$ cat config.mk
export PLATFORM = sky130hd
export DESIGN_NAME = instr_exec_unit_flat
export DESIGN_NICKNAME = d
export VERILOG_FILES = /design/src/rtl/instr_exec_unit_if.sv /design/src/rtl/instr_exec_unit.sv /design/src/flat_wrapper.sv
export SDC_FILE = /design/constraint.sdc
export NUM_CORES = 2
export LEC_CHECK = 0
export ABC_CLOCK_PERIOD_IN_PS = 12500
export CAP_MARGIN = 20
export CELL_PAD_IN_SITES_DETAIL_PLACEMENT = 1
export CELL_PAD_IN_SITES_GLOBAL_PLACEMENT = 1
export CORE_MARGIN = 1
export CORE_UTILIZATION = 50
export CTS_CLUSTER_SIZE = 20
export DETAILED_ROUTE_END_ITERATION = 10
export GPL_ROUTABILITY_DRIVEN = 0
export PLACE_DENSITY_LB_ADDON = 0.1
export SLEW_MARGIN = 15
export SYNTH_ARGS = -nofsm -noshare
export SYNTH_HDL_FRONTEND = slang
export SYNTH_SLANG_ARGS = --single-unit
$ cat constraint.sdc
create_clock -name clk -period 12.5 [get_ports clk]
set_input_delay 3.125 -clock clk [delete_from_list [all_inputs] [get_ports clk]]
set_output_delay 3.125 -clock clk [all_outputs]
set_load 0.02 [all_outputs]
$ cat src/rtl/instr_exec_unit_if.sv
// Bus between the execution unit, the instruction register it reads and the
// consumer of its results.
//
// Result handshake: res_valid/res_data/res_addr/res_err are driven by the
// master and stay stable from the cycle res_valid rises until the first
// rising edge where res_valid && res_ready. The master never drops res_valid
// without that transfer. res_ready may be high at any time; it means nothing
// while res_valid is low.
interface instr_exec_unit_if #(
    parameter int OP_WIDTH   = 32,
    parameter int ADDR_WIDTH = 5
);
    logic [ADDR_WIDTH-1:0]   read_pointer;
    logic [4+2*OP_WIDTH-1:0] instruction_word;
    logic                    res_valid;
    logic                    res_ready;
    logic [2*OP_WIDTH-1:0]   res_data;
    logic [ADDR_WIDTH-1:0]   res_addr;
    logic                    res_err;

    modport master (
        output read_pointer,
        input  instruction_word,
        output res_valid,
        input  res_ready,
        output res_data,
        output res_addr,
        output res_err
    );

    modport slave (
        input  read_pointer,
        output instruction_word,
        input  res_valid,
        output res_ready,
        input  res_data,
        input  res_addr,
        input  res_err
    );
endinterface

$ cat src/rtl/instr_exec_unit.sv
// Execution stage behind the instruction register. A start command sweeps
// read_pointer from first_addr to last_addr (wrapping through the top of the
// address space), executes each captured {opc, op_a, op_b} and offers one
// result per instruction on the res_* handshake. DIV/MOD run on an iterative
// restoring divider (OP_WIDTH cycles); every other opcode takes one cycle.
//
// Optional build macro EXEC_PERF_CNT_EN adds saturating exec_count and
// err_count outputs counting result handshakes and error handshakes.
//
// dbg_state exposes the FSM state (IDLE=0, FETCH=1, EXEC=2, DIVIDE=3,
// OUTPUT=4) for observation.
module instr_exec_unit #(
    parameter int OP_WIDTH   = 32,
    parameter int ADDR_WIDTH = 5
) (
    input  logic                  clk,
    input  logic                  reset,
    input  logic                  start,
    input  logic [ADDR_WIDTH-1:0] first_addr,
    input  logic [ADDR_WIDTH-1:0] last_addr,
    instr_exec_unit_if.master     rbus,
    output logic                  busy,
    output logic                  done,
    output logic [2:0]            dbg_state
`ifdef EXEC_PERF_CNT_EN
    ,
    output logic [15:0]           exec_count,
    output logic [15:0]           err_count
`endif
);

    localparam int RW = 2 * OP_WIDTH;
    localparam int CW = (OP_WIDTH > 1) ? $clog2(OP_WIDTH) : 1;

    localparam logic [3:0] OPC_ZERO  = 4'd0;
    localparam logic [3:0] OPC_PASSA = 4'd1;
    localparam logic [3:0] OPC_PASSB = 4'd2;
    localparam logic [3:0] OPC_ADD   = 4'd3;
    localparam logic [3:0] OPC_SUB   = 4'd4;
    localparam logic [3:0] OPC_MULT  = 4'd5;
    localparam logic [3:0] OPC_DIV   = 4'd6;
    localparam logic [3:0] OPC_MOD   = 4'd7;

    typedef enum logic [2:0] {
        S_IDLE   = 3'd0,
        S_FETCH  = 3'd1,
        S_EXEC   = 3'd2,
        S_DIVIDE = 3'd3,
        S_OUTPUT = 3'd4
    } state_t;

    state_t                state_q, state_d;
    logic [ADDR_WIDTH-1:0] rd_ptr_q, rd_ptr_d;
    logic [ADDR_WIDTH-1:0] last_q, last_d;
    logic [3:0]            opc_q, opc_d;
    logic [OP_WIDTH-1:0]   op_a_q, op_a_d;
    logic [OP_WIDTH-1:0]   op_b_q, op_b_d;
    logic                  res_valid_q, res_valid_d;
    logic [RW-1:0]         res_data_q, res_data_d;
    logic [ADDR_WIDTH-1:0] res_addr_q, res_addr_d;
    logic                  res_err_q, res_err_d;
    logic                  busy_q, busy_d;
    logic                  done_q, done_d;

    // Divider: remainder, dividend/quotient shift register, divisor magnitude
    logic [OP_WIDTH-1:0]   div_rem_q, div_rem_d;
    logic [OP_WIDTH-1:0]   div_quo_q, div_quo_d;
    logic [OP_WIDTH-1:0]   div_dvsr_q, div_dvsr_d;
    logic [CW-1:0]         div_cnt_q, div_cnt_d;
    logic                  div_qneg_q, div_qneg_d;
    logic                  div_rneg_q, div_rneg_d;
    logic                  div_mod_q, div_mod_d;

`ifdef EXEC_PERF_CNT_EN
    logic [15:0]           exec_cnt_q, exec_cnt_d;
    logic [15:0]           err_cnt_q, err_cnt_d;
`endif

    // Operand views: sign-extended to result width and unsigned magnitudes.
    // Widening before add/sub/mul keeps every carry and the full product.
    logic [RW-1:0]       a_ext, b_ext, sum_ext, diff_ext, prod_ext;
    logic [OP_WIDTH-1:0] a_mag, b_mag;

    // Operand widening and plain-arithmetic results for single-cycle opcodes
    always_comb begin
        a_ext    = {{OP_WIDTH{op_a_q[OP_WIDTH-1]}}, op_a_q};
        b_ext    = {{OP_WIDTH{op_b_q[OP_WIDTH-1]}}, op_b_q};
        sum_ext  = a_ext + b_ext;
        diff_ext = a_ext - b_ext;
        prod_ext = a_ext * b_ext;
        a_mag    = op_a_q[OP_WIDTH-1] ? (~op_a_q + 1'b1) : op_a_q;
        b_mag    = op_b_q[OP_WIDTH-1] ? (~op_b_q + 1'b1) : op_b_q;
    end

    // One restoring divider step plus the sign-corrected final result
    logic [OP_WIDTH:0]   div_partial, div_trial;
    logic                div_ge;
    logic [OP_WIDTH-1:0] div_rem_nx, div_quo_nx;
    logic [RW-1:0]       div_mag, div_res;

    always_comb begin
        div_partial = {div_rem_q, div_quo_q[OP_WIDTH-1]};
        div_trial   = div_partial - {1'b0, div_dvsr_q};
        div_ge      = ~div_trial[OP_WIDTH];
        div_rem_nx  = div_ge ? div_trial[OP_WIDTH-1:0] : div_partial[OP_WIDTH-1:0];
        div_quo_nx  = {div_quo_q[OP_WIDTH-2:0], div_ge};
        div_mag     = div_mod_q ? {{OP_WIDTH{1'b0}}, div_rem_nx}
                                : {{OP_WIDTH{1'b0}}, div_quo_nx};
        if (div_mod_q ? div_rneg_q : div_qneg_q) begin
            div_res = ~div_mag + 1'b1;
        end else begin
            div_res = div_mag;
        end
    end

    // Next-state and next-output computation for the whole unit
    always_comb begin
        state_d     = state_q;
        rd_ptr_d    = rd_ptr_q;
        last_d      = last_q;
        opc_d       = opc_q;
        op_a_d      = op_a_q;
        op_b_d      = op_b_q;
        res_valid_d = res_valid_q;
        res_data_d  = res_data_q;
        res_addr_d  = res_addr_q;
        res_err_d   = res_err_q;
        busy_d      = busy_q;
        done_d      = 1'b0;
        div_rem_d   = div_rem_q;
        div_quo_d   = div_quo_q;
        div_dvsr_d  = div_dvsr_q;
        div_cnt_d   = div_cnt_q;
        div_qneg_d  = div_qneg_q;
        div_rneg_d  = div_rneg_q;
        div_mod_d   = div_mod_q;
`ifdef EXEC_PERF_CNT_EN
        exec_cnt_d  = exec_cnt_q;
        err_cnt_d   = err_cnt_q;
`endif

        case (state_q)
            S_IDLE: begin
                // The cycle carrying the done pulse never accepts a start
                if (start && !done_q) begin
                    last_d   = last_addr;
                    rd_ptr_d = first_addr;
                    busy_d   = 1'b1;
                    state_d  = S_FETCH;
`ifdef EXEC_PERF_CNT_EN
                    exec_cnt_d = 16'd0;
                    err_cnt_d  = 16'd0;
`endif
                end
            end

            S_FETCH: begin
                opc_d   = rbus.instruction_word[4+RW-1 -: 4];
                op_a_d  = rbus.instruction_word[RW-1 -: OP_WIDTH];
                op_b_d  = rbus.instruction_word[OP_WIDTH-1:0];
                state_d = S_EXEC;
            end

            S_EXEC: begin
                res_addr_d  = rd_ptr_q;
                res_err_d   = 1'b0;
                res_data_d  = '0;
                res_valid_d = 1'b1;
                state_d     = S_OUTPUT;
                case (opc_q)
                    OPC_ZERO:  res_data_d = '0;
                    OPC_PASSA: res_data_d = a_ext;
                    OPC_PASSB: res_data_d = b_ext;
                    OPC_ADD:   res_data_d = sum_ext;
                    OPC_SUB:   res_data_d = diff_ext;
                    OPC_MULT:  res_data_d = prod_ext;
                    OPC_DIV, OPC_MOD: begin
                        if (op_b_q == '0) begin
                            res_err_d = 1'b1;
                        end else begin
                            res_valid_d = 1'b0;
                            state_d     = S_DIVIDE;
                            div_rem_d   = '0;
                            div_quo_d   = a_mag;
                            div_dvsr_d  = b_mag;
                            div_cnt_d   = '0;
                            div_qneg_d  = op_a_q[OP_WIDTH-1] ^ op_b_q[OP_WIDTH-1];
                            div_rneg_d  = op_a_q[OP_WIDTH-1];
                            div_mod_d   = (opc_q == OPC_MOD);
                        end
                    end
                    default:   res_err_d = 1'b1;
                endcase
            end

            S_DIVIDE: begin
                div_rem_d = div_rem_nx;
                div_quo_d = div_quo_nx;
                div_cnt_d = div_cnt_q + CW'(1);
                if (div_cnt_q == CW'(OP_WIDTH - 1)) begin
                    res_data_d  = div_res;
                    res_err_d   = 1'b0;
                    res_valid_d = 1'b1;
                    state_d     = S_OUTPUT;
                end
            end

            S_OUTPUT: begin
                if (rbus.res_ready) begin
                    res_valid_d = 1'b0;
`ifdef EXEC_PERF_CNT_EN
                    if (exec_cnt_q != 16'hFFFF) exec_cnt_d = exec_cnt_q + 16'd1;
                    if (res_err_q && (err_cnt_q != 16'hFFFF)) err_cnt_d = err_cnt_q + 16'd1;
`endif
                    if (res_addr_q == last_q) begin
                        busy_d  = 1'b0;
                        done_d  = 1'b1;
                        state_d = S_IDLE;
                    end else begin
                        rd_ptr_d = rd_ptr_q + ADDR_WIDTH'(1);
                        state_d  = S_FETCH;
                    end
                end
            end

            default: state_d = S_IDLE;
        endcase
    end

    // State register; reset aborts any run without a done pulse
    always_ff @(posedge clk or posedge reset) begin
        if (reset) begin
            state_q     <= S_IDLE;
            rd_ptr_q    <= '0;
            last_q      <= '0;
            opc_q       <= '0;
            op_a_q      <= '0;
            op_b_q      <= '0;
            res_valid_q <= 1'b0;
            res_data_q  <= '0;
            res_addr_q  <= '0;
            res_err_q   <= 1'b0;
            busy_q      <= 1'b0;
            done_q      <= 1'b0;
            div_rem_q   <= '0;
            div_quo_q   <= '0;
            div_dvsr_q  <= '0;
            div_cnt_q   <= '0;
            div_qneg_q  <= 1'b0;
            div_rneg_q  <= 1'b0;
            div_mod_q   <= 1'b0;
`ifdef EXEC_PERF_CNT_EN
            exec_cnt_q  <= 16'd0;
            err_cnt_q   <= 16'd0;
`endif
        end else begin
            state_q     <= state_d;
            rd_ptr_q    <= rd_ptr_d;
            last_q      <= last_d;
            opc_q       <= opc_d;
            op_a_q      <= op_a_d;
            op_b_q      <= op_b_d;
            res_valid_q <= res_valid_d;
            res_data_q  <= res_data_d;
            res_addr_q  <= res_addr_d;
            res_err_q   <= res_err_d;
            busy_q      <= busy_d;
            done_q      <= done_d;
            div_rem_q   <= div_rem_d;
            div_quo_q   <= div_quo_d;
            div_dvsr_q  <= div_dvsr_d;
            div_cnt_q   <= div_cnt_d;
            div_qneg_q  <= div_qneg_d;
            div_rneg_q  <= div_rneg_d;
            div_mod_q   <= div_mod_d;
`ifdef EXEC_PERF_CNT_EN
            exec_cnt_q  <= exec_cnt_d;
            err_cnt_q   <= err_cnt_d;
`endif
        end
    end

    assign rbus.read_pointer = rd_ptr_q;
    assign rbus.res_valid    = res_valid_q;
    assign rbus.res_data     = res_data_q;
    assign rbus.res_addr     = res_addr_q;
    assign rbus.res_err      = res_err_q;
    assign busy              = busy_q;
    assign done              = done_q;
    assign dbg_state         = state_q;
`ifdef EXEC_PERF_CNT_EN
    assign exec_count        = exec_cnt_q;
    assign err_count         = err_cnt_q;
`endif

endmodule

$ cat src/flat_wrapper.sv
// flat-port wrapper written by rule: the top's interface ports become plain ports
module instr_exec_unit_flat 
#(
    parameter int OP_WIDTH   = 32,
    parameter int ADDR_WIDTH = 5
)
  (clk, reset, start, first_addr, last_addr, busy, done, dbg_state, rbus_read_pointer, rbus_instruction_word, rbus_res_valid, rbus_res_ready, rbus_res_data, rbus_res_addr, rbus_res_err);
  instr_exec_unit_if #(.OP_WIDTH(OP_WIDTH), .ADDR_WIDTH(ADDR_WIDTH)) rbus_i ();
  input  logic clk;
  input  logic reset;
  input  logic start;
  input  logic [ADDR_WIDTH-1:0] first_addr;
  input  logic [ADDR_WIDTH-1:0] last_addr;
  output logic busy;
  output logic done;
  output logic [2:0] dbg_state;
  output wire logic [$bits(rbus_i.read_pointer)-1:0] rbus_read_pointer;
  input wire logic [$bits(rbus_i.instruction_word)-1:0] rbus_instruction_word;
  output wire logic [$bits(rbus_i.res_valid)-1:0] rbus_res_valid;
  input wire logic [$bits(rbus_i.res_ready)-1:0] rbus_res_ready;
  output wire logic [$bits(rbus_i.res_data)-1:0] rbus_res_data;
  output wire logic [$bits(rbus_i.res_addr)-1:0] rbus_res_addr;
  output wire logic [$bits(rbus_i.res_err)-1:0] rbus_res_err;
  assign rbus_read_pointer = rbus_i.read_pointer;
  assign rbus_i.instruction_word = rbus_instruction_word;
  assign rbus_res_valid = rbus_i.res_valid;
  assign rbus_i.res_ready = rbus_res_ready;
  assign rbus_res_data = rbus_i.res_data;
  assign rbus_res_addr = rbus_i.res_addr;
  assign rbus_res_err = rbus_i.res_err;
  instr_exec_unit #(.OP_WIDTH(OP_WIDTH), .ADDR_WIDTH(ADDR_WIDTH)) u_core (.clk(clk), .reset(reset), .start(start), .first_addr(first_addr), .last_addr(last_addr), .rbus(rbus_i), .busy(busy), .done(done), .dbg_state(dbg_state));
endmodule
# --- Word level (Yosys, flattened, before mapping) ---
# Cells that the tools add are included.
word_totals:
  n_memories: 0
  reg_bits: 258
  latchBits: 0
  wordCells: 116
  ram_bits: 0
  out_inout_bits: 81
  rom_bits: 0
op_classes:
  n_eq_ne: 20
  n_lt_le_gt_ge: 0
  div: 0
  bitwise_logic: 6
  addsub: 8
  reduce_logical: 18
  multipliers: 1
  mux: 44
  shift: 0
op_table:
  columns: ["cell", "count"]
  rows:
  - ["64-bit one-hot mux with 5 select lines", 1]
  - ["32-bit two-way mux", 8]
  - ["64-bit two-way mux", 2]
  - ["32-bit one-hot mux with 2 select lines", 2]
  - ["64-bit one-hot mux with 2 select lines", 1]
  - ["32-bit by 1-bit adder with 32-bit output, second input constant", 2]
  - ["64-bit by 1-bit adder with 64-bit output, second input constant", 1]
  - ["32-bit by 32-bit multiplier with 64-bit output", 1]
  - ["32-bit NOT", 2]
  - ["64-bit NOT", 1]
  - ["32-bit by 32-bit adder with 33-bit output", 1]
  - ["32-bit by 32-bit subtractor with 33-bit output", 1]
  - ["33-bit by 32-bit subtractor with 33-bit output", 1]
  - ["32-bit logical NOT", 1]
  - ["5-bit two-way mux", 5]
  - ["5-bit one-hot mux with 2 select lines", 2]
  - ["4-bit by 3-bit equality test with 1-bit output, second input constant", 4]
  - ["3-bit two-way mux", 5]
  - ["3-bit one-hot mux with 5 select lines", 1]
  - ["1-bit two-way mux", 13]
  - ["3-bit AND reduction", 4]
  - ["5-bit by 1-bit adder with 5-bit output, second input constant", 2]
  - ["4-bit by 2-bit equality test with 1-bit output, second input constant", 2]
  - ["2-bit by 1-bit != test with 1-bit output, second input constant", 4]
  - ["21 further kinds", 30]

# --- Longest topological paths before layout ---
depth:
  ltp_word: 8
  ltp_mapped: 32
  mapped_depth_nobuf: 30

# --- Least setup slack after synthesis ---
# OpenSTA, ideal clock, no wires.
synth_path:
  path_type: "flip-flop to flip-flop"
  from: "register u_core.op_a_q[31]"
  to: "register u_core.res_data_q[60], in the netlist u_core.rbus.res_data[60]"
  arrival_time_ns: 8.397
  synth_period_minus_slack_ns: 8.523
  required_ns: 12.374
  n_path_buf: 4
  slack_ns: 3.977
  stages_incl_launch_ff: 33
  cell_sequence: "dfrtp_1 clkbuf_1 buf_1 buf_1 nand2_1 inv_1 fa_1 inv_1 fa_1 inv_1 fa_1 fa_1 inv_1 fa_1 inv_1 fa_1 inv_1 fa_1 inv_1 fa_1 ha_1 clkbuf_1 nand2_1 o21ai_0 a21o_1 a21oi_1 nor2b_1 o21ai_0 o211ai_1 o41ai_1 or3_1 a31oi_1 o32a_1"
synth_between:
  elab_chain_cells: 3
  elab_cells_between_ends: 5
  classes_between: "2 x add/sub; 1 x mul; 2 x mux"
synth_rtl:
  columns: ["item", "line_no", "source"]
  rows:
  - ["start: declaration", "instr_exec_unit.sv:56", "logic [OP_WIDTH-1:0] op_a_q, op_a_d;"]
  - ["start signal: assignment", "instr_exec_unit.sv:261", "op_a_q <= op_a_d;"]
  - ["32-bit by 32-bit multiplier with 64-bit output, or another cell as far along", "instr_exec_unit.sv:90", "prod_ext = a_ext * b_ext;"]
  - ["64-bit one-hot mux with 5 select lines *", "instr_exec_unit.sv:170", "case (opc_q)"]
  - ["64-bit one-hot mux with 2 select lines *", "instr_exec_unit.sv:142", "case (state_q)"]
  - ["end signal: assignment", "instr_exec_unit.sv:264", "res_data_q <= res_data_d;"]
  - ["end: declaration", "instr_exec_unit.sv:59", "logic [RW-1:0] res_data_q, res_data_d;"]
# Mark *: on every way between the ends. The rest lies on a longest branch, timed or not.
# A chain may end at the register's enable or synchronous reset.

# --- Worst setup path in the final report ---
layout_path:
  from: "register u_core.op_b_q[2]"
  to: "register u_core.res_data_q[63], in the netlist u_core.rbus.res_data[63]"
layout_between:
  elab_chain_cells: 3
  elab_cells_between_ends: 5
  classes_between: "2 x add/sub; 1 x mul; 2 x mux"
layout_rtl:
  columns: ["item", "line_no", "source"]
  rows:
  - ["start: declaration", "instr_exec_unit.sv:57", "logic [OP_WIDTH-1:0] op_b_q, op_b_d;"]
  - ["start signal: assignment", "instr_exec_unit.sv:262", "op_b_q <= op_b_d;"]
  - ["32-bit by 32-bit multiplier with 64-bit output, or another cell as far along", "instr_exec_unit.sv:90", null]
  - ["64-bit one-hot mux with 5 select lines *", "instr_exec_unit.sv:170", null]
  - ["64-bit one-hot mux with 2 select lines *", "instr_exec_unit.sv:142", null]
# Marked as above.

==> impl_metrics.toml <==
[sta]
worst_slack_ps = 2170
skew_ps = 43.1
final.period_utilization = 0.827
final_max_slew_viol_count = 0
fin_setup_tns_ps = 0
hold_violations = 0
fmax_mhz = 96.8
min_period_ps = 10330
finalSetupViolations = 0
rsz0062_at_grt = "false"
tightest_slew_ps = 1050
slew_headroom = 0.299

[setup_path]
critPathCaptureType = "register"
cpMaxStageDelayCell = "dfrtp_1"
worstPathArrival_ps = 10770
worstSetupStartpointType = "register"
cp_slowest_stage_delay_ps = 1040
crit_buf_inv = 3
cp_max_fo = 15
cp_common_cell = "fa_1"
r2r_start = "u_core.op_b_q[2]"
crit_start = "u_core.op_b_q[2]"
crit_required_ps = 12930
crit_family = "adder cells"
path_class = "reg -> reg"

[global_route]
grt_use_total = 0.375
grt_max_degree = 88
antenna_found_initial = 6
grt_pass1_vias = 51400
grt_pass1_wl_um = 313000
grt_overflow = 0

[yosys]
synth_common_cells = "fa_1 (1,085), inv_1 (1,081), nand2_1 (769), and2_1 (458), clkbuf_1 (330)"
avgSynthCellArea_um2 = 8.97
syn_area_mm2 = 0.0550
synth_top_flop_cell = "dfrtp_1"
synth_top_area_frac = 0.395
yosys_warnings = 0
synth_edf_count = 0
synth_area_leader_cell = "fa_1"
synth-seq-cells = 258
synth_area_leaders = "fa_1 (39%), dfrtp_1 (12%), inv_1 (7.4%)"
yosys.cell_count.top_type = "fa_1"
syn_inst = 6134
seq_area_frac_synth = 0.117
ys_types = 107
ys_async_sr_fraction = 1.00
syn_nets = 7589

[detailed_routing]
drt_iter0_drc = 3364
via_count = 45000
drtPass1Iterations = 7
detail-route-antenna-nets = 0
routed_wl_um = 202000
via_per_inst = 6.01
drc = 0
avgRoutedWirePerCell_um = 26.9

[hold_path]
hp-start = "u_core.rbus.res_data[6]"
hold_class = "reg -> reg"

[clock_network]
worstSkewPairLatency_ps = 590
cts_resized = 0
post_cts_buffers = 0
root_buffer = "clkbuf_16"
cts_max_level = 2
cts_buffer_depth = 3
clkTransAtPathRegs_ps = 70
numCtsBuffers = 34
cts_tree = "done"
clock_sinks = 258
hold_buffers = 0

[finish]
multiInputGateArea_mm2 = 0.0431
nFillCells = 12700
register_area_mm2 = 0.00647
nets = 7504
syn_to_final_growth_pct = 7.13
drive_above_1_share = 0.0459

[placement]
pre_cts_slack_ps = 2600
port-buffer-count = 162
dp_hpwl_um = 157000

[floorplan]
die_w_um = 334
rows = 121
boundaryPins = 163
initial_utilization = 0.505
coreArea_mm2 = 0.109
die_area_mm2 = 0.111
die_h_um = 334

[run]
drv_cap = 0

[status]
status = "complete, no violations"
-- cell type report --
type / count / share of cell area
diodes: 2 / 0.0000849
clock buffers: 47 / 0.0159
clock inverters: 14 / 0.00318
inverters: 1081 / 0.0690
multi-input cells: 4408 / 0.731
flip-flops and latches: 258 / 0.110
well taps: 1414 / 0.0300
repair buffers: 266 / 0.0414
-- per-stage QoR --
step | util | cell area, um2 | hold slack [ps] | cells
3_5_place_dp | 0.530 | 57800 | 467 | 7425
2_1_floorplan | - | 55000 | 449 | 6134
5_1_grt | 0.541 | 58900 | 511 | 7488
3_3_place_gp | 0.530 | 57700 | 464 | 7424
4_1_cts | 0.540 | 58900 | 482 | 7486
6_report | 0.541 | 58900 | 477 | 7490
-- flip-flops by register name (all words and copies together), names as in the netlist --
signal and cells:
u_core.rbus.res_addr 5, u_core.div_quo_q 32, u_core.div_qneg_q 1, u_core.opc_q 4, u_core.div_rneg_q 1, u_core.div_rem_q 32
u_core.dbg_state 3, u_core.div_cnt_q 5, u_core.last_q 5, u_core.rbus.res_valid 1, u_core.div_dvsr_q 32, u_core.rbus.res_err 1
u_core.rbus.res_data 64, u_core.rbus.read_pointer 5, u_core.op_b_q 32, u_core.busy 1, u_core.op_a_q 32, u_core.done 1
u_core.div_mod_q 1
-- cells by family after synthesis --
group / Yosys count / synth area share
fa+ha+maj: 1373 / 0.460
mux: 72 / 0.0144
xor+xnor: 182 / 0.0290
buf+inv: 1468 / 0.101
flops: 258 / 0.117
simple gates: 1742 / 0.154
compound gates: 1039 / 0.124
-- worst min-delay path: cells and delay by family, from the launching register on --
family	cells	cell delay, ps
and+or+nand+nor	1	50
DFF	1	340
AOI/OAI and AO/OA	1	60
-- layout by cell type, fill, tap and decap left out, types with 19 or more instances in the layout --
master | netlist | layout
nand4_1 | 23 | 23
nor3_1 | 50 | 47
o21a_1 | 19 | 19
and3_1 | 26 | 26
mux2i_1 | 23 | 22
o211ai_1 | 24 | 24
o21ai_0 | 309 | 309
ha_1 | 288 | 288
nand2b_1 | 39 | 38
o22a_1 | 27 | 27
a222oi_1 | 25 | 25
or3_1 | 20 | 20
o21bai_1 | 19 | 19
nor2_1 | 226 | 224
clkbuf_16 | 0 | 34
xnor2_1 | 115 | 115
and2_1 | 458 | 456
dfrtp_1 | 258 | 250
o31ai_1 | 33 | 33
buf_4 | 1 | 101
inv_1 | 1081 | 1080
nor2b_1 | 27 | 27
a22oi_1 | 27 | 27
xor2_1 | 67 | 67
a31oi_1 | 36 | 36
fa_1 | 1085 | 1085
a21oi_1 | 257 | 257
nand3_1 | 35 | 35
a21o_1 | 66 | 66
nand2_1 | 769 | 769
mux2_2 | 48 | 48
clkdlybuf4s50_1 | 0 | 162
-- routing by layer --
metal,track usage,wire (um)
met3,0.0561,14200
met1,0.465,77100
met4,0.210,13200
met2,0.628,97100
met5,0,0
-- final timing paths --
check,cells after the start,slack [ps],endpoint
max in group asynchronous,3,8010,u_core.op_b_q[11]
worst max-delay path,26,2170,u_core.rbus.res_data[63]
worst min register to register,2,480,u_core.rbus.res_data[6]
worst min-delay path,2,480,u_core.rbus.res_data[6]
worst max register to register,26,2170,u_core.rbus.res_data[63]
min in group asynchronous,2,3030,u_core.op_a_q[23]
Power is not shown: default switching activity piles up to over one toggle a cycle in this logic, so the estimate is an artifact.
